$ cat config.mk
export PLATFORM = sky130hd
export DESIGN_NAME = chess_move_tx
export DESIGN_NICKNAME = d
export VERILOG_FILES = /design/src/rtl/chess_move_tx.sv
export SDC_FILE = /design/constraint.sdc
export NUM_CORES = 1
export LEC_CHECK = 0
export ABC_AREA = 1
export BUFFER_PORTS_ARGS = -buffer_cell sky130_fd_sc_hd__buf_2
export CAP_MARGIN = 40
export CORE_ASPECT_RATIO = 0.8
export CORE_MARGIN = 2
export CORE_UTILIZATION = 63
export DETAILED_ROUTE_END_ITERATION = 6
export GPL_TIMING_DRIVEN = 0
export PLACE_DENSITY = 0.89
export SLEW_MARGIN = 20
export SYNTH_ARGS = -nofsm -noshare
export SYNTH_HDL_FRONTEND = slang
export SYNTH_SLANG_ARGS = --single-unit
$ cat constraint.sdc
create_clock -name clk -period 3.8 [get_ports clk]
set_input_delay 0.57 -clock clk [delete_from_list [all_inputs] [get_ports clk]]
set_output_delay 0.57 -clock clk [all_outputs]
set_load 0.005 [all_outputs]
$ cat src/rtl/chess_move_tx.sv
// chess_move_tx
// -------------
// Serial transmitter for one chess move per packet. A move is taken from the
// move-validation stage over a valid/ready handshake and framed as a fixed
// 4-byte packet: header {6'b101000, msg_type}, from square, to square and an
// XOR checksum of the first three bytes. The packet is shifted out as 8N1
// UART, LSB first, back to back with no gap between bytes.
//
// Ports:
//   clk        in   1  system clock, rising edge
//   rst_n      in   1  asynchronous active-low reset
//   move_valid in   1  move fields are presented
//   move_ready out  1  block can accept a move (idle)
//   msg_type   in   2  0 normal, 1 promotion, 2 resign, 3 reserved
//   from_sq    in   6  source square, rank*8 + file
//   to_sq      in   6  destination square, rank*8 + file
//   tx         out  1  serial line, idle high, driven from a register
//   busy       out  1  packet in flight, always the inverse of move_ready
module chess_move_tx #(
    parameter int CLK_FREQ = 50_000_000,
    parameter int BAUD     = 115_200
) (
    input  logic       clk,
    input  logic       rst_n,
    input  logic       move_valid,
    output logic       move_ready,
    input  logic [1:0] msg_type,
    input  logic [5:0] from_sq,
    input  logic [5:0] to_sq,
    output logic       tx,
    output logic       busy
);

    localparam int CLKS_PER_BIT = CLK_FREQ / BAUD;
    localparam int CNT_W        = (CLKS_PER_BIT > 1) ? $clog2(CLKS_PER_BIT) : 1;
    localparam logic [CNT_W-1:0] CNT_LAST = CNT_W'(CLKS_PER_BIT - 1);

    localparam logic [1:0] ST_IDLE  = 2'd0;
    localparam logic [1:0] ST_START = 2'd1;
    localparam logic [1:0] ST_DATA  = 2'd2;
    localparam logic [1:0] ST_STOP  = 2'd3;

    localparam logic [2:0] BIT_LAST  = 3'd7;
    localparam logic [1:0] BYTE_LAST = 2'd3;

    // A bit must last at least two clocks; smaller ratios cannot be framed.
    generate
        if (CLKS_PER_BIT < 2) begin : g_bad_ratio
            $error("chess_move_tx: CLK_FREQ / BAUD must be at least 2");
        end
    endgenerate

    // Header byte carries a fixed 6-bit marker above the message type.
    function automatic logic [7:0] header_byte(input logic [1:0] mt);
        header_byte = {6'b101000, mt};
    endfunction

    // Checksum byte: XOR of header, from and to bytes.
    function automatic logic [7:0] checksum_byte(input logic [1:0] mt,
                                                 input logic [5:0] fs,
                                                 input logic [5:0] ts);
        checksum_byte = header_byte(mt) ^ {2'b00, fs} ^ {2'b00, ts};
    endfunction

    // Byte idx of the packet built from the latched move fields.
    function automatic logic [7:0] packet_byte(input logic [1:0] idx,
                                               input logic [1:0] mt,
                                               input logic [5:0] fs,
                                               input logic [5:0] ts);
        case (idx)
            2'd0:    packet_byte = header_byte(mt);
            2'd1:    packet_byte = {2'b00, fs};
            2'd2:    packet_byte = {2'b00, ts};
            2'd3:    packet_byte = checksum_byte(mt, fs, ts);
            default: packet_byte = 8'hFF;
        endcase
    endfunction

    logic [1:0]       state_r;
    logic [CNT_W-1:0] cnt_r;
    logic [2:0]       bit_idx_r;
    logic [1:0]       byte_idx_r;
    logic [1:0]       msg_r;
    logic [5:0]       from_r;
    logic [5:0]       to_r;
    logic             tx_r;
    logic             ready_r;
    logic             busy_r;

    logic [1:0]       state_n_s;
    logic [CNT_W-1:0] cnt_n_s;
    logic [2:0]       bit_idx_n_s;
    logic [1:0]       byte_idx_n_s;
    logic             load_s;
    logic             accept_s;
    logic             cnt_last_s;
    logic [7:0]       cur_byte_s;
    logic             tx_n_s;
    logic             ready_n_s;

    assign accept_s   = move_valid && ready_r;
    assign cnt_last_s = (cnt_r == CNT_LAST);

    // Next-state, baud counter and bit/byte index sequencing.
    always_comb begin
        state_n_s    = state_r;
        cnt_n_s      = cnt_r + CNT_W'(1);
        bit_idx_n_s  = bit_idx_r;
        byte_idx_n_s = byte_idx_r;
        load_s       = 1'b0;
        case (state_r)
            ST_IDLE: begin
                cnt_n_s = '0;
                if (accept_s) begin
                    state_n_s    = ST_START;
                    bit_idx_n_s  = 3'd0;
                    byte_idx_n_s = 2'd0;
                    load_s       = 1'b1;
                end else begin
                    state_n_s = ST_IDLE;
                end
            end
            ST_START: begin
                if (cnt_last_s) begin
                    state_n_s   = ST_DATA;
                    cnt_n_s     = '0;
                    bit_idx_n_s = 3'd0;
                end else begin
                    state_n_s = ST_START;
                end
            end
            ST_DATA: begin
                if (cnt_last_s) begin
                    cnt_n_s = '0;
                    if (bit_idx_r == BIT_LAST) begin
                        state_n_s   = ST_STOP;
                        bit_idx_n_s = 3'd0;
                    end else begin
                        bit_idx_n_s = bit_idx_r + 3'd1;
                    end
                end else begin
                    state_n_s = ST_DATA;
                end
            end
            ST_STOP: begin
                if (cnt_last_s) begin
                    cnt_n_s = '0;
                    if (byte_idx_r == BYTE_LAST) begin
                        state_n_s    = ST_IDLE;
                        byte_idx_n_s = 2'd0;
                    end else begin
                        state_n_s    = ST_START;
                        byte_idx_n_s = byte_idx_r + 2'd1;
                    end
                end else begin
                    state_n_s = ST_STOP;
                end
            end
            default: begin
                state_n_s    = ST_IDLE;
                cnt_n_s      = '0;
                bit_idx_n_s  = 3'd0;
                byte_idx_n_s = 2'd0;
            end
        endcase
    end

    // The byte being framed next cycle; the fields are already latched
    // whenever the next state is DATA, so no bypass of the inputs is needed.
    assign cur_byte_s = packet_byte(byte_idx_n_s, msg_r, from_r, to_r);

    // Line level for the next cycle, so tx changes on the same edge as the
    // state it belongs to (start bit begins at the accept edge).
    always_comb begin
        tx_n_s = 1'b1;
        case (state_n_s)
            ST_IDLE:  tx_n_s = 1'b1;
            ST_START: tx_n_s = 1'b0;
            ST_DATA:  tx_n_s = cur_byte_s[bit_idx_n_s];
            ST_STOP:  tx_n_s = 1'b1;
            default:  tx_n_s = 1'b1;
        endcase
    end

    assign ready_n_s = (state_n_s == ST_IDLE);

    // State, counters and registered outputs.
    always_ff @(posedge clk or negedge rst_n) begin
        if (!rst_n) begin
            state_r    <= ST_IDLE;
            cnt_r      <= '0;
            bit_idx_r  <= 3'd0;
            byte_idx_r <= 2'd0;
            tx_r       <= 1'b1;
            ready_r    <= 1'b1;
            busy_r     <= 1'b0;
        end else begin
            state_r    <= state_n_s;
            cnt_r      <= cnt_n_s;
            bit_idx_r  <= bit_idx_n_s;
            byte_idx_r <= byte_idx_n_s;
            tx_r       <= tx_n_s;
            ready_r    <= ready_n_s;
            busy_r     <= !ready_n_s;
        end
    end

    // Move field capture at the handshake edge.
    always_ff @(posedge clk or negedge rst_n) begin
        if (!rst_n) begin
            msg_r  <= 2'b00;
            from_r <= 6'd0;
            to_r   <= 6'd0;
        end else if (load_s) begin
            msg_r  <= msg_type;
            from_r <= from_sq;
            to_r   <= to_sq;
        end
    end

    assign tx         = tx_r;
    assign move_ready = ready_r;
    assign busy       = busy_r;

endmodule

==> metrics.md <==
| Metric | Value |
|---|---|
| Status | `complete, no violations` |
| Sw Ratio | `35.33%` |
| RD Place Congestion | `0.8575` |
| Worst setup EP type | `flip-flop` |
| Area leader, netlist | `dfrtp_1` |
| Vias per inst | `5.196` |
| Post-Synthesis Cells | `234` |
| Post-DP HPWL | `2.755 mm` |
| Core Region | `3040 um2` |
| Number of H-tree levels | `2` |
| Unique cell type count in the Yosys netlist | `33` |
| Peak VDD IR | `0.3757 mV` |
| CP arrival | `2410 ps` |
| Maxcap violations | `0` |
| Filler Cells Inserted | `245` |
| Num rows | `18` |
| F_max | `456.7 MHz` |
| Post CTS Setup Buffer Count | `0` |
| PostCTS Resize Cnt | `0` |
| Root Driver | `clkbuf_8` |
| Tmin final | `2190 ps` |
| Routed Antenna Nets | `0` |
| Pwr/cell area | `534.7 nW/um2` |
| Share of the synthesized area in the top cell type | `39.37%` |
| FF-to-FF setup slack | `1610 ps` |
| Largest net degree at the start of global routing | `34` |
| Total Power | `1.176 mW` |
| Cells on worst reg2reg path | `16` |
| CTS tree | `yes` |
| Die Span Y | `54.03 um` |
| Setup Skew | `6.269 ps` |
| Synth area leaders | `dfrtp_1, ha_1, nand2_1` |
| Antenna violations before repair | `0` |
| Syn_nets | `265` |
| First-pass GRT wire length | `6.030 mm` |
| Kind of critical path | `reg2reg` |
| Slew headroom | `54.67%` |
| Fraction of layout cells with a size suffix above 1 | `22.61%` |
| Diode count | `0` |
| Die area | `3594 um2` |
| Sequential power share | `45.2%` |
| Final wirelength | `3.569 mm` |
| Worst skew pair latency | `290 ps` |
| Register bit total from synthesis | `33` |
| DRC | `0` |
| Register area share after synthesis | `42.03%` |
| Final period util | `57.62%` |
| CP max FO | `10` |
| Switching power | `0.4153 mW` |
| Clock power frac | `21.2%` |
| Setup TNS | `0 ps` |
| Reg-to-Reg Start | `state_r[0]` |
| Static Leakage | `1.120 nW` |
| First-pass DRT Iterations | `4` |
| Hold WC Path Type | `in2async` |
| Worst R2R End | `tx` |
| Total congestion overflow | `0` |
| Worst-margin pin slew | `680.0 ps` |
| PortBufs | `19` |
| Gr usage total | `23.10%` |
| CTS max path bufs | `2` |
| CTS Hold Bufs | `0` |
| RSZ-0062 raised after global routing | `false` |
| CTS sink cnt | `33` |
| Worst setup SP type | `flip-flop` |
| Post-Syn Area per Cell | `8.422 um2` |
| Initial Utilization | `64.81%` |
| Vias in the first global route | `1398` |
| Area Overhead vs Synth | `11.56%` |
| Combinational Power Share | `33.6%` |
| Worst-path clk slew | `60 ps` |
| Endpoints failing setup | `0` |
| Int Power | `0.7603 mW` |
| Final Hold Vio Count | `0` |
| Vias | `1564` |
| Synth warn | `0` |
| Top Ports | `20` |
| Die X | `66.53 um` |
| Area of the mapped netlist | `1971 um2` |
| First DRT Iteration DRCs | `63` |
| Cts bufs inserted | `5` |
| Final #Nets | `291` |
| Routed WL per cell | `11.86 um` |
| Slew Limit Fails | `0` |
| WP data required | `4020 ps` |
cell families after synthesis:
logic type               share of synthesized area (%)
AO/OA/AOI/OAI                                    8.318
XOR/XNOR                                         2.223
adder cells (fa/ha/maj)                          8.889
buffers and inverters                            7.682
flip-flops                                       42.03
multiplexers                                     3.428
AND/OR/NAND/NOR                                  27.43
flip-flops by register name, indices dropped and copies added (netlist names), 2 cells and up:
| name | flops |
|---|---|
| cnt_r | 9 |
| to_r | 6 |
| bit_idx_r | 3 |
| from_r | 6 |
| byte_idx_r | 2 |
| state_r | 2 |
| msg_r | 2 |
critical path: stages, from the launching register on:
cell and delay [ps]:
dfrtp_1 410, inv_1 100, ha_1 340, a21oi_1 220, inv_1 60, nand2_1 170, nand2_4 90, buf_6 140
nand2_2 50, nand2_1 60, o21ai_2 50, nand2_1 60, nand2_1 70, nand2_1 50, nand2_1 70, nand3_2 70
a21oi_2 120
synthesized netlist by cell type (all sizes together):
library cell / instances
nand3: 19
ha: 14
o21a: 1
a21oi: 21
nor3: 5
dfrtp: 31
nor3b: 1
nor2: 25
o211ai: 1
mux2: 6
o21ai: 3
clkinv: 1
or2: 1
a21boi: 2
xnor2: 3
nand4: 2
inv: 31
buf: 4
xor2: 2
and3: 2
nand2: 56
o22ai: 1
dfstp: 2
metal layers:
metal	vias up	part of all wire, %	track usage [%]
met3	8	4.1	5.021
met5	-	0	0
li1	803	-	-
met2	30	47	36.00
met4	0	1.8	10.54
met1	723	47	31.23
how the worst max path moves through the flow:
stage,startpoint,end,depth (start not counted)
floorplan,state_r[0],tx,16
global placement,state_r[0],tx,16
detailed placement,state_r[0],tx,16
CTS,state_r[0],tx,16
global route,state_r[0],tx,16
finish,state_r[0],tx,16
through the flow:
stage | utilization [%] | hold WS [ps] | area [um2] | std cells | worst slack, ps
finish | 72.30 | 317.3 | 2198 | 301 | 1610
global route | 72.30 | 382.1 | 2198 | 301 | 1392
CTS | 72.30 | 346.9 | 2198 | 301 | 1605
detailed placement | 69.59 | 504.3 | 2116 | 293 | 1621
global placement | 69.59 | 476.6 | 2116 | 293 | 1648
floorplan | - | 274.4 | 1971 | 234 | 1875
placed cells by master, fill, tap and decap left out, types with 6 or more instances in the layout:
master | Yosys | routed
nand3_1 | 16 | 16
nor2_1 | 21 | 21
dfrtp_1 | 31 | 31
buf_2 | 0 | 19
nand2_1 | 46 | 46
mux2_2 | 6 | 6
nand2_2 | 7 | 7
inv_1 | 29 | 29
a21oi_1 | 20 | 20
ha_1 | 14 | 14
power groups by stage:
stage / Combinational [mW] / Clock (mW) / Sequential (mW)
3_5_place_dp: 0.396 / 0 / 0.538
6_report: 0.395 / 0.249 / 0.532
4_1_cts: 0.401 / 0.254 / 0.533
3_3_place_gp: 0.380 / 0 / 0.533
5_1_grt: 0.456 / 0.270 / 0.543
2_1_floorplan: 0.301 / 0 / 0.525
final cells by class:
| class | instances | area [um2] | area share, % |
|---|---|---|---|
| multi-input combinational | 165 | 991.0 | 45.08 |
| sequential | 33 | 828.3 | 37.68 |
| clock buffer | 6 | 72.57 | 3.301 |
| clock inverter | 2 | 10.01 | 0.4553 |
| tap | 40 | 50.05 | 2.277 |
| inverter | 32 | 121.4 | 5.521 |
| timing repair buffer | 19 | 95.09 | 4.326 |
| buffer | 4 | 30.03 | 1.366 |
No activity file was read; power rests on OpenSTA's default activity.
